## config.mk

```make
export PLATFORM = sky130hd
export DESIGN_NAME = fetch_unit_flat
export DESIGN_NICKNAME = d
export VERILOG_FILES = /design/src/rtl/fetch_unit_pkg.sv /design/src/rtl/fetch_unit_if.sv /design/src/rtl/fetch_unit_buffer.sv /design/src/rtl/fetch_unit.sv /design/src/flat_wrapper.sv
export SDC_FILE = /design/constraint.sdc
export NUM_CORES = 1
export LEC_CHECK = 0
export ABC_AREA = 0
export CAP_MARGIN = 0
export CORE_ASPECT_RATIO = 0.9
export CORE_UTILIZATION = 52
export CTS_CLUSTER_DIAMETER = 60
export DETAILED_ROUTE_END_ITERATION = 7
export HOLD_SLACK_MARGIN = 0.02
export PLACE_DENSITY = 0.84
export SLEW_MARGIN = 40
export SYNTH_ARGS = -nofsm -noshare
export SYNTH_HDL_FRONTEND = slang
export SYNTH_SLANG_ARGS = --single-unit
```

## constraint.sdc

```tcl
create_clock -name CLK -period 13.95 [get_ports CLK]
set_input_delay 2.79 -clock CLK [delete_from_list [all_inputs] [get_ports CLK]]
set_output_delay 2.79 -clock CLK [all_outputs]
set_load 0.01 [all_outputs]
```

## src/rtl/fetch_unit_pkg.sv

```systemverilog
// Shared types for the instruction fetch stage: PC mux select, fetch FSM state,
// queue entry layout and the redirect target calculation.
package fetch_unit_pkg;

  typedef logic [31:0] word_t;

  typedef enum logic [1:0] {
    PC_NPC  = 2'd0,
    PC_JUMP = 2'd1,
    PC_BR   = 2'd2,
    PC_JR   = 2'd3
  } pc_sel_t;

  typedef enum logic {
    FETCH  = 1'b0,
    HALTED = 1'b1
  } fetch_state_t;

  typedef struct packed {
    word_t ins;
    word_t npc;
  } fetch_entry_t;

  localparam word_t PC_STEP = 32'd4;

  // Branch offsets are word offsets relative to the NPC of the branch itself.
  function automatic word_t pc_target(input pc_sel_t     sel,
                                      input word_t       npc,
                                      input logic [25:0] imm_j26,
                                      input logic [15:0] imm16,
                                      input word_t       jr_addr);
    word_t tgt;
    case (sel)
      PC_JUMP: tgt = {npc[31:28], imm_j26, 2'b00};
      PC_BR:   tgt = npc + {{14{imm16[15]}}, imm16, 2'b00};
      PC_JR:   tgt = {jr_addr[31:2], 2'b00};
      default: tgt = npc;
    endcase
    return tgt;
  endfunction

endpackage

```

## src/rtl/fetch_unit_if.sv

```systemverilog
// Fetch stage bus: instruction-cache request side plus the decode-facing queue
// head, redirect and halt controls. master = fetch unit, slave = cache/decode.
interface fetch_unit_if;
  import fetch_unit_pkg::*;

  logic        iREN;
  word_t       iaddr;
  logic        ihit;
  word_t       iload;

  logic        ins_valid;
  word_t       ins;
  word_t       ins_npc;
  logic        ins_ready;

  logic        redirect;
  pc_sel_t     pcSel;
  word_t       redirect_npc;
  logic [25:0] immJ26;
  logic [15:0] imm16;
  word_t       jr_addr;
  logic        halt;
  logic        halted;

  modport master (
    output iREN, iaddr, ins_valid, ins, ins_npc, halted,
    input  ihit, iload, ins_ready, redirect, pcSel, redirect_npc,
           immJ26, imm16, jr_addr, halt
  );

  modport slave (
    input  iREN, iaddr, ins_valid, ins, ins_npc, halted,
    output ihit, iload, ins_ready, redirect, pcSel, redirect_npc,
           immJ26, imm16, jr_addr, halt
  );

endinterface

```

## src/rtl/fetch_unit_buffer.sv

```systemverilog
// Fetch buffer: DEPTH-entry synchronous FIFO of {instruction, npc} between
// the cache response and decode. Flush takes priority over push and pop.
module fetch_unit_buffer
  import fetch_unit_pkg::*;
#(
  parameter int DEPTH = 2
) (
  input  logic         CLK,
  input  logic         nRST,
  input  logic         push,
  input  logic         pop,
  input  logic         flush,
  input  fetch_entry_t wr_entry,
  output fetch_entry_t rd_entry,
  output logic         full,
  output logic         empty
);

  localparam int PTR_W = (DEPTH > 1) ? $clog2(DEPTH) : 1;
  localparam int CNT_W = PTR_W + 1;

  fetch_entry_t     mem_q [DEPTH];
  fetch_entry_t     mem_d [DEPTH];
  logic [PTR_W-1:0] wr_ptr_q, wr_ptr_d;
  logic [PTR_W-1:0] rd_ptr_q, rd_ptr_d;
  logic [CNT_W-1:0] count_q, count_d;

  assign full     = (count_q == CNT_W'(DEPTH));
  assign empty    = (count_q == '0);
  assign rd_entry = mem_q[rd_ptr_q];

  // Pointers wrap naturally because DEPTH is a power of two.
  always_comb begin
    mem_d    = mem_q;
    wr_ptr_d = wr_ptr_q;
    rd_ptr_d = rd_ptr_q;
    count_d  = count_q;
    if (flush) begin
      wr_ptr_d = '0;
      rd_ptr_d = '0;
      count_d  = '0;
    end else begin
      if (push) begin
        mem_d[wr_ptr_q] = wr_entry;
        wr_ptr_d        = wr_ptr_q + 1'b1;
      end
      if (pop) begin
        rd_ptr_d = rd_ptr_q + 1'b1;
      end
      case ({push, pop})
        2'b10:   count_d = count_q + 1'b1;
        2'b01:   count_d = count_q - 1'b1;
        default: count_d = count_q;
      endcase
    end
  end

  always_ff @(posedge CLK) begin
    mem_q <= mem_d;
  end

  always_ff @(posedge CLK) begin
    if (!nRST) begin
      wr_ptr_q <= '0;
      rd_ptr_q <= '0;
      count_q  <= '0;
    end else begin
      wr_ptr_q <= wr_ptr_d;
      rd_ptr_q <= rd_ptr_d;
      count_q  <= count_d;
    end
  end

endmodule

```

## src/rtl/fetch_unit.sv

```systemverilog
// Instruction fetch stage: owns the PC, issues cache reads, queues fetched words
// toward decode, applies decode redirects and stops permanently on halt.
//
//   state  | meaning
//   FETCH  | issuing reads whenever the queue has room
//   HALTED | HALT seen; no further reads until reset
module fetch_unit
  import fetch_unit_pkg::*;
#(
  parameter word_t PC_INIT   = 32'h0,
  parameter int    BUF_DEPTH = 2
) (
  input logic          CLK,
  input logic          nRST,
  fetch_unit_if.master bus
);

  fetch_state_t state_q, state_d;
  word_t        pc_q, pc_d;

  logic         redirect_eff;
  logic         running;
  logic         halt_take;
  logic         redir_take;
  logic         flush;
  logic         push;
  logic         pop;
  logic         buf_full;
  logic         buf_empty;
  fetch_entry_t head;

  assign redirect_eff = bus.redirect && (bus.pcSel != PC_NPC);
  assign running      = nRST && (state_q == FETCH);
  assign halt_take    = running && bus.halt;
  assign redir_take   = running && redirect_eff && !bus.halt;
  assign flush        = halt_take || redir_take;

  // A pop in the same cycle as a full queue does not re-open the request slot.
  assign bus.iREN      = running && !buf_full && !redirect_eff && !bus.halt;
  assign bus.iaddr     = pc_q;
  assign push          = bus.iREN && bus.ihit;

  assign bus.ins_valid = nRST && !buf_empty;
  assign bus.ins       = head.ins;
  assign bus.ins_npc   = head.npc;
  assign pop           = bus.ins_valid && bus.ins_ready;

  assign bus.halted    = (state_q == HALTED);

  fetch_unit_buffer #(
    .DEPTH (BUF_DEPTH)
  ) u_buffer (
    .CLK      (CLK),
    .nRST     (nRST),
    .push     (push),
    .pop      (pop),
    .flush    (flush),
    .wr_entry ('{ins: bus.iload, npc: pc_q + PC_STEP}),
    .rd_entry (head),
    .full     (buf_full),
    .empty    (buf_empty)
  );

  always_comb begin
    state_d = state_q;
    pc_d    = pc_q;
    if (halt_take) begin
      state_d = HALTED;
    end else if (redir_take) begin
      pc_d = pc_target(bus.pcSel, bus.redirect_npc, bus.immJ26, bus.imm16, bus.jr_addr);
    end else if (push) begin
      pc_d = pc_q + PC_STEP;
    end
  end

  always_ff @(posedge CLK) begin
    if (!nRST) begin
      state_q <= FETCH;
      pc_q    <= PC_INIT;
    end else begin
      state_q <= state_d;
      pc_q    <= pc_d;
    end
  end

endmodule

```

## src/flat_wrapper.sv

```systemverilog
// flat-port wrapper written by rule: the top's interface ports become plain ports
module fetch_unit_flat import fetch_unit_pkg::*;
#(
  parameter word_t PC_INIT   = 32'h0,
  parameter int    BUF_DEPTH = 2
)
  (CLK, nRST, bus_iREN, bus_iaddr, bus_ins_valid, bus_ins, bus_ins_npc, bus_halted, bus_ihit, bus_iload, bus_ins_ready, bus_redirect, bus_pcSel, bus_redirect_npc, bus_immJ26, bus_imm16, bus_jr_addr, bus_halt);
  fetch_unit_if bus_i ();
  input logic CLK;
  input logic nRST;
  output wire logic [$bits(bus_i.iREN)-1:0] bus_iREN;
  output wire logic [$bits(bus_i.iaddr)-1:0] bus_iaddr;
  output wire logic [$bits(bus_i.ins_valid)-1:0] bus_ins_valid;
  output wire logic [$bits(bus_i.ins)-1:0] bus_ins;
  output wire logic [$bits(bus_i.ins_npc)-1:0] bus_ins_npc;
  output wire logic [$bits(bus_i.halted)-1:0] bus_halted;
  input wire logic [$bits(bus_i.ihit)-1:0] bus_ihit;
  input wire logic [$bits(bus_i.iload)-1:0] bus_iload;
  input wire logic [$bits(bus_i.ins_ready)-1:0] bus_ins_ready;
  input wire logic [$bits(bus_i.redirect)-1:0] bus_redirect;
  input wire logic [$bits(bus_i.pcSel)-1:0] bus_pcSel;
  input wire logic [$bits(bus_i.redirect_npc)-1:0] bus_redirect_npc;
  input wire logic [$bits(bus_i.immJ26)-1:0] bus_immJ26;
  input wire logic [$bits(bus_i.imm16)-1:0] bus_imm16;
  input wire logic [$bits(bus_i.jr_addr)-1:0] bus_jr_addr;
  input wire logic [$bits(bus_i.halt)-1:0] bus_halt;
  assign bus_iREN = bus_i.iREN;
  assign bus_iaddr = bus_i.iaddr;
  assign bus_ins_valid = bus_i.ins_valid;
  assign bus_ins = bus_i.ins;
  assign bus_ins_npc = bus_i.ins_npc;
  assign bus_halted = bus_i.halted;
  assign bus_i.ihit = bus_ihit;
  assign bus_i.iload = bus_iload;
  assign bus_i.ins_ready = bus_ins_ready;
  assign bus_i.redirect = bus_redirect;
  assign bus_i.pcSel = bus_pcSel;
  assign bus_i.redirect_npc = bus_redirect_npc;
  assign bus_i.immJ26 = bus_immJ26;
  assign bus_i.imm16 = bus_imm16;
  assign bus_i.jr_addr = bus_jr_addr;
  assign bus_i.halt = bus_halt;
  fetch_unit #(.PC_INIT(PC_INIT), .BUF_DEPTH(BUF_DEPTH)) u_core (.CLK(CLK), .nRST(nRST), .bus(bus_i));
endmodule
```

# Word-level counts from Yosys, hierarchy flattened
# Cells that the tools add are included.
# word_totals
reg_bits	165
inputBits	146
out_inout_bits	99
wordCells	64
# classes
n_addsub	6
order_cmp	3
n_eq_ne	6
mux	10
bitwise_logic	6
n_reduce_logical	24
# ops
operator	count
2-to-1 mux 64 bit	4
bitwise mux 128 bit	1
one-hot mux 32 bit (3 select lines)	1
demux 64 bit (select 1 bit)	1
2-to-1 mux 32 bit	2
adder 32 x 3 -> 32 bit, second input constant	1
adder 32 bit	1
logical AND 1 bit	12
== test 2 bit, second input constant	4
nonzero test 2 bit	3
== test 2 x 1 -> 1 bit, second input constant	2
>= comparator 2 bit, second input constant	2
zero test 1 bit	4
inverter 1 bit	4
inverter 1 -> 2 bit	2
one-hot mux 2 bit (2 select lines)	1
AND reduction 2 bit	2
adder 1 bit, second input constant	2
adder 2 x 1 -> 2 bit, second input constant	1
zero test 2 bit	1
less-than comparator 2 x 1 -> 1 bit, second input constant	1
OR reduction 2 bit	1
subtractor 2 x 1 -> 2 bit, second input constant	1
logical OR 1 bit	1

# Logic depth before layout (Yosys ltp)
# Gate-level depths: netlist of run 1.
# logic_depth
depth_word	8
ltp_mapped	11
depth_no_buf	10

# Hierarchy
# A second synthesis of run 1 with hierarchy kept.
# hier_totals
hier_cells	822
hier_area_um2	9227.6
# modules_own_cells
mod	instances	cells_per_inst	area_per_inst_um2	seq_area_each_um2
fetch_unit_buffer	1	221	4802.1	3923.8
fetch_unit	1	601	4425.5	660.6

# Worst setup path after synthesis of run 1
# No wires, ideal clock.
# synth_path
kind	input-to-reg
from	in bus_pcSel[1]
to	reg u_core.u_buffer.mem_q[100] in the netlist's numbering (enable)
setup_time_ps	486
arrival_time_ps	6400
required_ps	13464
slack_ps	7064
stages	7
path_buffers	3
cell_sequence	buf_2 o21ai_0 and4_1 buf_4 inv_2 buf_2 nor2_1
# synth_between
elab_chain_len	7
elab_cells_between_ends	11
cone_classes	bitwise (1); reduce/logical (10)
# synth_rtl
item	line	source
from (decl)	flat_wrapper.sv:21	input wire logic [$bits(bus_i.pcSel)-1:0] bus_pcSel;
nonzero test 2 bit *	fetch_unit.sv:32	assign redirect_eff = bus.redirect && (bus.pcSel != PC_NPC);
logical AND 1 bit *	fetch_unit.sv:32	
zero test 1 bit or logical AND 1 bit (tied branches)	fetch_unit.sv:39, fetch_unit.sv:35	
logical AND 1 bit, on equally long branches	fetch_unit.sv:39, fetch_unit.sv:35	
logical AND 1 bit or logical OR 1 bit (tied branches)	fetch_unit.sv:39, fetch_unit.sv:36	
logical AND 1 bit or inverter 1 bit (tied branches)	n/a	
AND reduction 2 bit (no line) *	n/a	
to (signal assigned)	fetch_unit_buffer.sv:59	mem_q <= mem_d;
to (decl)	fetch_unit_buffer.sv:22	fetch_entry_t mem_q [DEPTH];
# Mark *: on every way between the ends. The rest lies on a longest branch, timed or not.
# A chain may end at the register's enable or synchronous reset.

# Worst setup path after layout of run 1
# layout_path
from	in nRST
to	out bus_iREN
# layout_between
elab_chain_len	4
# layout_rtl
item	line	source
from (decl)	flat_wrapper.sv:10	input logic nRST;
logical AND 1 bit	fetch_unit.sv:33	assign running = nRST && (state_q == FETCH);
logical AND 1 bit (3 in series)	fetch_unit.sv:39	assign bus.iREN = running && !buf_full && !redirect_eff && !bus.halt;
to (decl)	flat_wrapper.sv:11	output wire logic [$bits(bus_i.iREN)-1:0] bus_iREN;
# Every way passes these cells.

==> results.md, run 1 <==
Die:
- The width of the die is between 100 and 150 µm.
- The starting utilization of the core area is between 50% and 60%.
- The total die area is roughly 0.019 mm².
- The number of placement rows is 46.
- From bottom edge to top edge, the die measures ~130 µm.
- The number of primary I/O pins is 245.
- The core area is 0.01767 mm².

STA:
- The number of hold violations in the final report is 0.
- Static timing analysis puts the maximum clock frequency at about 130 MHz.
- The worst path needs between 7000 and 8000 ps of the cycle, external delays included.
- The part of the cycle the worst path needs is ~53%.
- The max-slew violation total from the final report is 0.
- Setup repair after global routing left no endpoint under its margin.
- Setup total negative slack on the finished layout was measured at 0 ps.
- On the final layout, the worst clock skew is between 10 and 15 ps.
- The final-layout worst hold slack is slightly above 500 ps.
- The worst path setup slack after routing is about 6500 ps.
- At the pin with the least slew margin, the transition time is roughly 740 ps.
- Setup violations remaining at the end of the flow were counted as 0.
- The tightest slew margin relative to the limit is about half.

Synth:
- The post-synthesis net count is 1038.
- Yosys attributes the largest share of cell area to edfxtp_1 (41%), mux2_2 (8.1%), dfxtp_1 (7.8%).
- The synthesized cell area is around 0.0094 mm².
- For this run, the number of Yosys warnings is 0.
- The most used flip-flop cell after synthesis is edfxtp_1.
- The count of cell types in the netlist is slightly above 80.
- The proportion of synthesized chip area in sequential cells is 48.57%.
- Counting flops with a built-in enable in the synthesized netlist gives between 100 and 150.
- The cell count after synthesis came out at 860.
- In this run the biggest area consumer among cell types represents between 40% and 50% of the synthesized area.
- In this run the mean area of a mapped cell was 10.98 µm².
- The share of flip-flops with an asynchronous set or reset is 0%.
- The post-synthesis register bit count is about 170.
- Of all cell types, the one taking the most synthesized area is edfxtp_1.

Power:
- The leakage power total is between 0.004 and 0.005 µW.
- The power per cell area is just under 100 mW/mm².
- The completed layout was analyzed and its total power is 1258 µW.
- The peak supply drop is around 96 µV.

Routing:
- Summed over all layers, the routed wires come to approximately 26 mm.
- The length of the first detailed-routing pass in iterations is 6.
- The overall via count from detail_route is a little under 8000.
- The DRC violations left is 0.
- The wire length per cell is 19.18 µm.
- The via density per instance is slightly below 6.
- The number of nets with antenna violations after detailed routing is 0.
- For this block, the initial DRC count from the detailed router was roughly 550.

CTS:
- The depth of the CTS H-tree is 4.
- After clock tree synthesis, the clock-pin slew on the worst setup and hold paths is 60 ps.
- In this run the clock root is driven by a clkbuf_16.
- The count of hold-fix buffers inserted at cts is 0.
- The post-CTS setup-driven buffer insertion count is 0.
- The clock tree from TritonCTS is built.
- CTS saw between 150 and 200 sinks.
- In this run, post-CTS repair resized a total of 0 instances.
- The clock passes through at most 2 buffers.
- The clock network latency to the later pin of the worst-skew pair is around 430 ps.
- Clock tree synthesis inserted a total of 17 buffers.

Setup path:
- The most prevalent standard cell on the critical path is clkdlybuf4s50_1.
- The origin of the critical flop-to-flop path is u_core.bus.halted.
- The worst reg2reg path endpoint is u_core.bus.iaddr[31].
- The critical path contains buffers and inverters numbering 3 combined.
- The maximum fanout count along the critical path is 22.
- STA classifies the critical path startpoint as an input pin.
- In this design, the stage delay of the slowest critical-path cell is between 500 and 600 ps.
- In this run the register-to-register setup slack is about 11000 ps.
- The signal arrival time at the worst endpoint is 4670 ps.
- On the critical path the largest part of the delay comes from buffers and inverters.
- STA classifies the critical path endpoint as a primary output.
- The critical path is of the input pin to primary output type.
- For this design, the slowest cell found on the critical path is clkdlybuf4s50_1.
- Measured in cells, the most critical reg-to-reg path has a length of 8.
- The signal on the critical path passes through clkdlybuf4s50_1, buf_4, nor3b_2, and3_1, clkdlybuf4s50_1.
- STA puts the critical path data required time at 11160 ps.

Placed design:
- The total half-perimeter wirelength after legalization and detailed placement is around 18 mm.
- Routability-driven placement finished with a final weighted congestion of roughly 0.89.
- Timing analysis after detailed placement gives a worst setup slack of between 6000 and 7000 ps.
- In this run the cell area measured after placement is ~0.012 mm².
- The number of port buffers is ~240.

Min path:
- The startpoint identified for the worst hold timing path is u_core.bus.iaddr[0].
- The type of the tightest min-delay check is register to register.
- The depth of the worst hold-timing path is 2.
- The sink of the worst hold path is u_core.bus.iaddr[0].

Final layout:
- For this run, the post-layout net count is approximately 1300.
- Compared with the post-synthesis result, the final layout area differs by 34.36%.
- The summed area of non-filler cells in the final layout is ~0.013 mm².
- The number of diodes is 0.
- The post-route netlist has between 10% and 20% of its cells at a drive strength greater than 1.

Status:
- The flow ran to the end, and the final reports show no timing, DRC or antenna violations.

Global routing:
- For this run the aggregate overflow at the end of global routing stands at 0.
- The number of antenna violations at the first check in global routing is 1.
- The largest net degree at the start of global routing is 65.
- The via count of the first global-routing pass is around 7300.
- In the global route stage, overall resource usage came out at 27.48%.
- The global-route wire length before repair is between 30 and 40 mm.

Run:
- The number of violations of the max-capacitance limit is 0.
==> routing by layer <==
layer,GRT usage [%],up-vias,routed length [µm]
met5,0,-,0
met4,9.011,0,422
met3,6.385,33,2271
met2,45.58,363,12160
met1,35.52,3608,10760
li1,-,3696,-
==> cell usage after synthesis (all sizes together), types with 22 or more instances <==
| cell | instances |
|---|---|
| edfxtp | 128 |
| mux2 | 68 |
| nor2 | 65 |
| nand2 | 62 |
| xor2 | 43 |
| a21oi | 42 |
| o21ai | 41 |
| dfxtp | 37 |
| ha | 31 |
| clkbuf | 29 |
| xnor2 | 29 |
| nand3 | 25 |
| inv | 22 |
==> state kept, by name, summed over array words and instances, names as in the netlist <==
signal / flops
u_core.u_buffer.wr_ptr_q: 1
u_core.u_buffer.count_q: 2
u_core.u_buffer.mem_q: 128
u_core.u_buffer.rd_ptr_q: 1
u_core.bus.iaddr: 32
u_core.bus.halted: 1
==> worst max path at each step <==
stage,from,end,cells past startpoint
global placement,nRST,bus_iREN,5
CTS,nRST,bus_iREN,5
detailed placement,nRST,bus_iREN,5
floorplan,bus_pcSel[1],u_core.u_buffer.mem_q[100],7
global route,nRST,bus_iREN,5
finish,nRST,bus_iREN,5
==> cell usage in the layout, fill, tap and decap left out, drive strengths merged, types with 5 or more instances in the layout <==
cell,netlist,layout
nand2,62,62
clkdlybuf4s50,0,242
dfxtp,37,37
or3,9,9
o22ai,8,8
nor3,16,16
clkinv,1,5
mux2i,12,12
nand3,25,25
a211oi,18,18
o21ai,41,41
buf,19,9
xor2,43,43
a21oi,42,42
o21a,9,9
edfxtp,128,128
inv,22,22
bufinv,0,5
and3,12,12
o211ai,7,7
nand4,12,12
ha,31,31
xnor2,29,29
nor2,65,65
or2,5,5
a21o,12,12
nor4,7,7
clkbuf,29,23
a31oi,16,16
and4,6,6
mux2,68,68
==> worst register-to-register path, cell delays in order (launching register included) <==
cell      delay (ps)
dfxtp_1          340
nor3b_2          350
and4_1           740
inv_2            390
nor4_4           450
nand3_1          140
xnor2_1          200
o211ai_1         100
a31oi_1          170
==> cell type report <==
type                    count  area, µm²
repair buffers            251       2497
flip-flops and latches    165       4586
fillers                  1226       4987
well taps                 240      300.3
clock inverters             9      173.9
clock buffers              23      478.0
multi-input cells         624       4561
inverters                  23      86.33
==> cells by family (layout without fill, tap and decap cells) <==
family | Yosys count | in the layout | synth area share (%)
simple gates | 237 | 237 | 12.88
compound gates | 202 | 202 | 14.71
flops | 165 | 165 | 48.57
mux | 81 | 81 | 9.624
xor+xnor | 72 | 72 | 6.681
buf+inv | 71 | 306 | 3.208
fa+ha+maj | 32 | 32 | 4.321
==> power by group <==
group / switching (µW) / leakage [µW] / total [µW] / internal (µW)
clock: 178 / 0.000321 / 509 / 331
sequential: 10.4 / 0.00151 / 549 / 538
combinational: 101 / 0.00280 / 200 / 99.1
total: 289 / 0.00463 / 1260 / 968
==> through the flow <==
step	utilization (%)	std cells
3_5_place_dp	68.04	1303
6_report	71.77	1335
3_3_place_gp	68.04	1303
4_1_cts	71.73	1335
2_1_floorplan	-	860
5_1_grt	71.77	1335
No activity file was read; power rests on OpenSTA's default activity.
==> inputs of run 2 (changes only) <==
- CORE_UTILIZATION: 52 -> 50
- PLACE_DENSITY: 0.84 -> 0.82
- clock period: 13.95 -> 7.5 ns (I/O delays scaled with it)
==> results.md, run 2 (same netlist as run 1, synthesis figures left out) <==
Power:
- The peak supply drop is 147.7 µV (+54%).
- The power per cell area is 178.4 mW/mm² (+80%).
- The leakage power total was 0.004568 µW (-1.3%).

Routing:
- The via density per instance is 5.716 (-0.89%).
- The overall routed net length is 24.80 mm (-3.2%).
- The length of the first detailed-routing pass in iterations is 4 (-2).
- The wire length per cell is 18.56 µm (-3.2%).
- The overall via count from detail_route is 7637 (-0.82%).
- The DRC violations left is 0 (unchanged).
- The number of DRC violations after detailed-routing iteration 0 is 529 (-3.5%).
- The number of nets with antenna violations after detailed routing is 0 (unchanged).

Setup path:
- The longest individual stage delay on the worst path was 950 ps (+410 ps).
- The critical path startpoint category is an input pin.
- The most critical setup path has its startpoint at nRST.
- The total buffers and inverters traversed by the critical path is 3 (unchanged).
- The depth of the worst register-to-register path is 8 (unchanged).
- The endpoint identified for the worst register-to-register timing path is u_core.bus.iaddr[29].
- The origin of the critical flop-to-flop path is u_core.bus.halted.
- Grouping stages by cell kind, the critical path spends the most delay in buffers and inverters.
- The slowest stage cell on the critical path is clkdlybuf4s50_1.
- The worst reg-to-reg setup slack is 4570 ps (-6430 ps).
- The signal arrival time at the worst endpoint is 4290 ps (-380 ps).
- The worst setup path is captured at a primary output.
- The critical path data required time is 6000 ps (-5160 ps).
- The critical path goes through clkdlybuf4s50_1, clkinv_1, nor2_1, clkdlybuf4s50_1.
- The maximum fanout count along the critical path is 22 (unchanged).
- The most prevalent standard cell on the critical path is clkdlybuf4s50_1.
- The critical path class is input pin to primary output.

Run:
- The number of violations of the max-capacitance limit is 0 (unchanged).

STA:
- The clock skew is 11.70 ps (+1.237 ps).
- Setup repair after global routing left no endpoint under its margin.
- The slew at the pin closest to its max-slew limit is 759.7 ps (+19.66 ps).
- The tightest slew margin relative to the limit came to 49.35% (-1.3 points).
- The setup violation total in the final timing report is 0 (unchanged).
- The final setup TNS is 0 ps (unchanged).
- The number of hold violations in the final report was 0 (unchanged).
- The part of the cycle the worst path needs is between 70% and 80%.
- The max-slew violation total from the final report is 0 (unchanged).
- The upper clock frequency limit is about 170 MHz.
- The clock period could shrink to 5791 ps.

CTS:
- The clock tree from TritonCTS is built.
- The largest buffer count on any clock path is 2 (unchanged).
- The clock buffer count from CTS is 17 (unchanged).
- The number of gates resized after CTS is 0 (unchanged).
- The clock transition at the registers of the reported paths is 70 ps (about the same).
- The number of sinks driven by the clock tree is 165 (unchanged).
- Clock tree synthesis selected as its root buffer the cell clkbuf_16.
- The count of hold-fix buffers inserted at cts is 0 (unchanged).
- The clock network latency to the later pin of the worst-skew pair was 420 ps (about the same).
- The post-CTS setup-driven buffer insertion count is 0 (unchanged).
- The depth of the CTS H-tree was 4 (unchanged).

Die:
- The starting utilization of the core area is 51.12% (-2.3 points).
- The core area is 0.01847 mm² (+4.5%).
- The number of primary I/O pins came to 245 (unchanged).
- The die boundary height is 132.3 µm (+1.9%).
- The width of the die is 146.8 µm (+2.0%).
- The number of placement rows is 47 (+2.2%).
- The total die area is 0.01943 mm² (+3.9%).

Final layout:
- Relative to the synthesized area, the layout overhead comes to 33.54%.
- Counting flops per register, the top entry is u_core.u_buffer.mem_q.
- The count of nets after finishing is 1257 (-0.24%).
- The layout cell share with drive strength beyond 1 is 12.37% (+0.045 points).
- The number of diodes came to 0 (unchanged).
- The library cells used most frequently in the layout, excluding fill and tap cells, are clkdlybuf4s50_1 (242), edfxtp_1 (128), mux2_2 (68), nor2_1 (64), nand2_1 (62).
- The post-layout instance count excluding filler cells is 1336 (+0.075%).
- The number of flip-flops in the largest register is 128 (unchanged).
- Leaving out fill and tap cells, the most frequent cell in the layout is clkdlybuf4s50_1.

Global routing:
- The global-route wire length before repair is 39.11 mm (+0.62%).
- The via count of the first global-routing pass is 7368 (+1.0%).
- The number of antenna violations at the first check in global routing is 0 (-1).
- The total global routing overflow came to 0 (unchanged).
- The total global-route track usage was 25.75% (-1.7 points).
- The largest net degree at the start of global routing is 65 (unchanged).

Placed design:
- The number of port buffers is 242 (unchanged).
- The global placer's final weighted congestion is 0.9198 (+3.2%).
- The total half-perimeter wirelength after legalization and detailed placement is 18.38 mm (-0.44%).
- The total instance count after detailed placement is 1305 (+0.15%).

Min path:
- The depth of the worst hold-timing path was 2 (unchanged).
- The beginning of the worst hold path is u_core.bus.iaddr[0].
- The tightest min-delay check is of the register to register type.
- The sink of the worst hold path is u_core.bus.iaddr[0].

Status:
- The run finished with clean final reports.
-- run 2: layout make-up --
class | count | area (µm²)
clock buffer | 17 | 425.4
timing repair buffer | 248 | 2471
fill | 1412 | 5861
clock inverter | 14 | 166.4
tap | 245 | 306.5
multi-input combinational | 624 | 4563
sequential | 165 | 4586
inverter | 23 | 86.33
-- run 2: worst max-delay path by stage --
stage | endpoint | depth (start not counted)
floorplan | u_core.u_buffer.mem_q[100] | 7
global placement | bus_ins_valid | 4
detailed placement | bus_ins_valid | 4
CTS | bus_ins_valid | 4
global route | bus_ins_valid | 4
finish | bus_ins_valid | 4
-- run 2: stage by stage --
stage          hold WS, ps  cell area, µm²  setup slack [ps]  total power [µW]  util [%]
6_report             497.9           12600              1709              2249     68.26
5_1_grt              528.6           12600              1590              2333     68.26
4_1_cts              498.0           12600              1758              2255     68.24
3_5_place_dp         490.4           12010              1766              1401     65.04
3_3_place_gp         483.4           12010              1807              1397     65.02
2_1_floorplan        448.5            9439              1904              1232         -
-- run 2: worst register-to-register path: cells and delay by family (launching register included) --
family          cells  cell delay [ps]
xor+xnor            1              170
simple gates        4             1650
compound gates      2              300
flops               1              350
buf+inv             1              400
-- run 2: power breakdown --
part | internal, µW | switching [µW]
sequential | 1000 | 19.4
clock | 499 | 362
combinational | 183 | 186
-- run 2: routing by layer --
layer | wire length (µm) | vias up | share of wire [%] | GRT usage (%)
met3 | 1889 | 38 | 7.6 | 5.882
li1 | - | 3693 | - | -
met1 | 10880 | 3566 | 44 | 35.53
met4 | 589 | 0 | 2.4 | 8.681
met5 | 0 | - | 0 | 0
met2 | 11430 | 340 | 46 | 39.97
==> inputs of run 3 (changes only) <==
- clock period: 7.5 -> 5.5 ns (I/O delays scaled with it)
==> results.md, run 3 (same netlist as run 1, synthesis figures left out) <==
Final layout:
- Leaving out fill and tap cells, the most frequent cell in the layout is clkdlybuf4s50_1.
- Leaving out fill and tap cells, the most frequent cells in the layout are clkdlybuf4s50_1 (242), edfxtp_1 (128), mux2_2 (68), nor2_1 (64), nand2_1 (62).
- The layout cell share with drive strength beyond 1 is 12.67% (+0.30 points).
- The number of diodes was 0 (unchanged).
- The number of flip-flops in the largest register was 128 (unchanged).
- The fill cell instance count of the final layout came to 1417 (+0.35%).
- The largest register by flop count is u_core.u_buffer.mem_q.
- The area growth from synthesis to layout is 34.21%.
- The count of nets after finishing came to 1263 (+0.48%).

Setup path:
- The type of element capturing the critical path is a primary output.
- The most critical setup path has its startpoint at nRST.
- The critical path data required time was 4400 ps (-1600 ps).
- The critical path class is input pin to primary output.
- The origin of the critical flop-to-flop path is u_core.bus.halted.
- Among the stages of the critical path, the cell type that occurs most often is clkdlybuf4s50_1.
- The maximum fanout count along the critical path is 22 (unchanged).
- The longest individual stage delay on the worst path is 580 ps (-370 ps).
- STA classifies the critical path startpoint as an input pin.
- Among cell families on the critical path, the largest total delay comes from buffers and inverters.
- The total buffers and inverters traversed by the critical path is 3 (unchanged).
- The slowest stage of the critical path is the clkdlybuf4s50_1 cell.
- The critical path goes through clkdlybuf4s50_1, buf_4, nor3b_2, and3_1, clkdlybuf4s50_1.
- The signal arrival time at the worst endpoint is 2930 ps (-1360 ps).

Placed design:
- The number of port buffers was 242 (unchanged).
- The total half-perimeter wirelength after legalization and detailed placement is 18.76 mm (+2.1%).
- The global placer's final weighted congestion was 0.8995 (-2.2%).

Power:
- The switching portion of total power is 24.66% (-0.53 points).
- The proportion of power drawn by combinational gates is 16.3% (about the same).
- The peak supply drop was 216.9 µV (+47%).
- The power spent charging and discharging nets was 764.0 µW (+35%).
- The clock network fraction of design power came to 38.7% (+0.4 points).
- The share of power burned in registers was 44.9% (-0.4 points).
- The power per cell area came to 244.6 mW/mm² (+37%).
- The leakage power total is 0.004620 µW (+1.1%).
- The total design power is 3099 µW (+38%).
- The total internal power is 2335 µW (+39%).

STA:
- The worst path uses between 70% and 80% of the clock period.
- The routed design could run at a clock period as short as approximately 4000 ps.
- The tightest slew margin relative to the limit is 52.86% (+3.5 points).
- The number of hold violations in the final report is 0 (unchanged).
- The clock skew is 16.20 ps (+4.505 ps).
- The final setup TNS is 0 ps (unchanged).
- The upper clock frequency limit is 248.1 MHz.
- The slew at the pin closest to its max-slew limit is 704.9 ps (-54.85 ps).
- The max-slew violation total from the final report is 0 (unchanged).
- Setup repair after global routing left no endpoint under its margin.
- The setup violation total in the final timing report is 0 (unchanged).

Routing:
- The number of DRC violations after detailed-routing iteration 0 is 469 (-11%).
- The overall routed net length is 25.28 mm (+1.9%).
- The via density per instance was 5.708 (-0.15%).
- The length of the first detailed-routing pass in iterations is 5 (+1).
- The DRC violations left is 0 (unchanged).
- The number of nets with antenna violations after detailed routing came to 0 (unchanged).
- The overall via count from detail_route is 7660 (+0.30%).
- The wire length per cell is 18.83 µm (+1.5%).

Global routing:
- The via count of the first global-routing pass is 7314 (-0.73%).
- The total global-route track usage is 25.94% (+0.19 points).
- The largest net degree at the start of global routing is 65 (unchanged).
- The number of antenna violations at the first check in global routing was 0 (unchanged).
- The total global routing overflow is 0 (unchanged).
- The global-route wire length before repair was 39.56 mm (+1.1%).

CTS:
- The clock transition at the registers of the reported paths is 70 ps (about the same).
- The clock buffer count from CTS is 17 (unchanged).
- The number of gates resized after CTS is 0 (unchanged).
- TritonCTS built the clock tree.
- The count of hold-fix buffers inserted at cts is 0 (unchanged).
- The depth of the CTS H-tree was 4 (unchanged).
- The clock network latency to the later pin of the worst-skew pair was 420 ps (about the same).
- The tree is rooted in a clkbuf_16.
- The number of sinks driven by the clock tree is 165 (unchanged).
- The largest buffer count on any clock path came to 2 (unchanged).
- The post-CTS setup-driven buffer insertion count is 0 (unchanged).

Min path:
- The worst hold path begins at u_core.bus.iaddr[0].
- The type of the tightest min-delay check is register to register.

Die:
- The width of the die is 146.8 µm (unchanged).
- The core area is 0.01847 mm² (unchanged).
- The total die area is 0.01943 mm² (unchanged).
- The number of placement rows came to 47 (unchanged).
- The die boundary height is 132.3 µm (unchanged).
- The starting utilization of the core area was 51.12% (unchanged).
- The number of primary I/O pins is 245 (unchanged).

Run:
- The number of violations of the max-capacitance limit is 0 (unchanged).

Status:
- The run finished with clean final reports.
run 3: cell count changes in the layout (fill, tap and decap cells not counted), sizes merged:
cell      delta
inv          -2
clkinv       +5
clkinvlp     -4
bufinv       +1
buf          +6
run 3: cell type report:
class / instances / area (µm²) / area share [%]
clock inverters: 14 / 175.2 / 1.383
flip-flops and latches: 165 / 4586 / 36.20
inverters: 23 / 86.33 / 0.6815
clock buffers: 17 / 425.4 / 3.358
well taps: 245 / 306.5 / 2.420
repair buffers: 254 / 2529 / 19.96
multi-input cells: 624 / 4561 / 36.00
run 3: power by group through the flow:
stage	sequential [µW]	combinational [µW]	clock, µW
final	1390	505	1200
after global routing	1390	546	1260
after CTS	1390	500	1210
after detailed placement	1420	496	0
after global placement	1420	491	0
after floorplan	1420	265	0
run 3: worst paths after layout:
path                               end  slack (ps)  cells after the start
max                           bus_iREN        1470                      5
min                u_core.bus.iaddr[0]         540                      2
max reg2reg  u_core.u_buffer.mem_q[37]        2790                      5
min reg2reg        u_core.bus.iaddr[0]         540                      2
run 3: worst min-delay path, delay by kind of cell, from the launching register on:
| kind | cells | cell delay, ps |
|---|---|---|
| AND/OR/NAND/NOR | 1 | 70 |
| AO/OA/AOI/OAI | 1 | 60 |
| flip-flops | 1 | 360 |
run 3: per-stage QoR:
step	util, %	instance area [µm²]	worst slack, ps	hold slack (ps)	cells
floorplan	-	9439	304.1	448.5	860
global placement	65.33	12060	1184	481.4	1311
detailed placement	65.33	12060	1235	528.7	1311
CTS	68.59	12660	1463	536.3	1342
global route	68.61	12670	1392	549.2	1342
finish	68.61	12670	1470	535.8	1342
run 3: metal layers:
metal / vias up / GRT usage (%) / wire (µm)
met5: - / 0 / 0
met4: 0 / 7.986 / 425
met3: 28 / 4.048 / 1734
met2: 325 / 41.92 / 11670
met1: 3609 / 35.87 / 11440
li1: 3698 / - / -
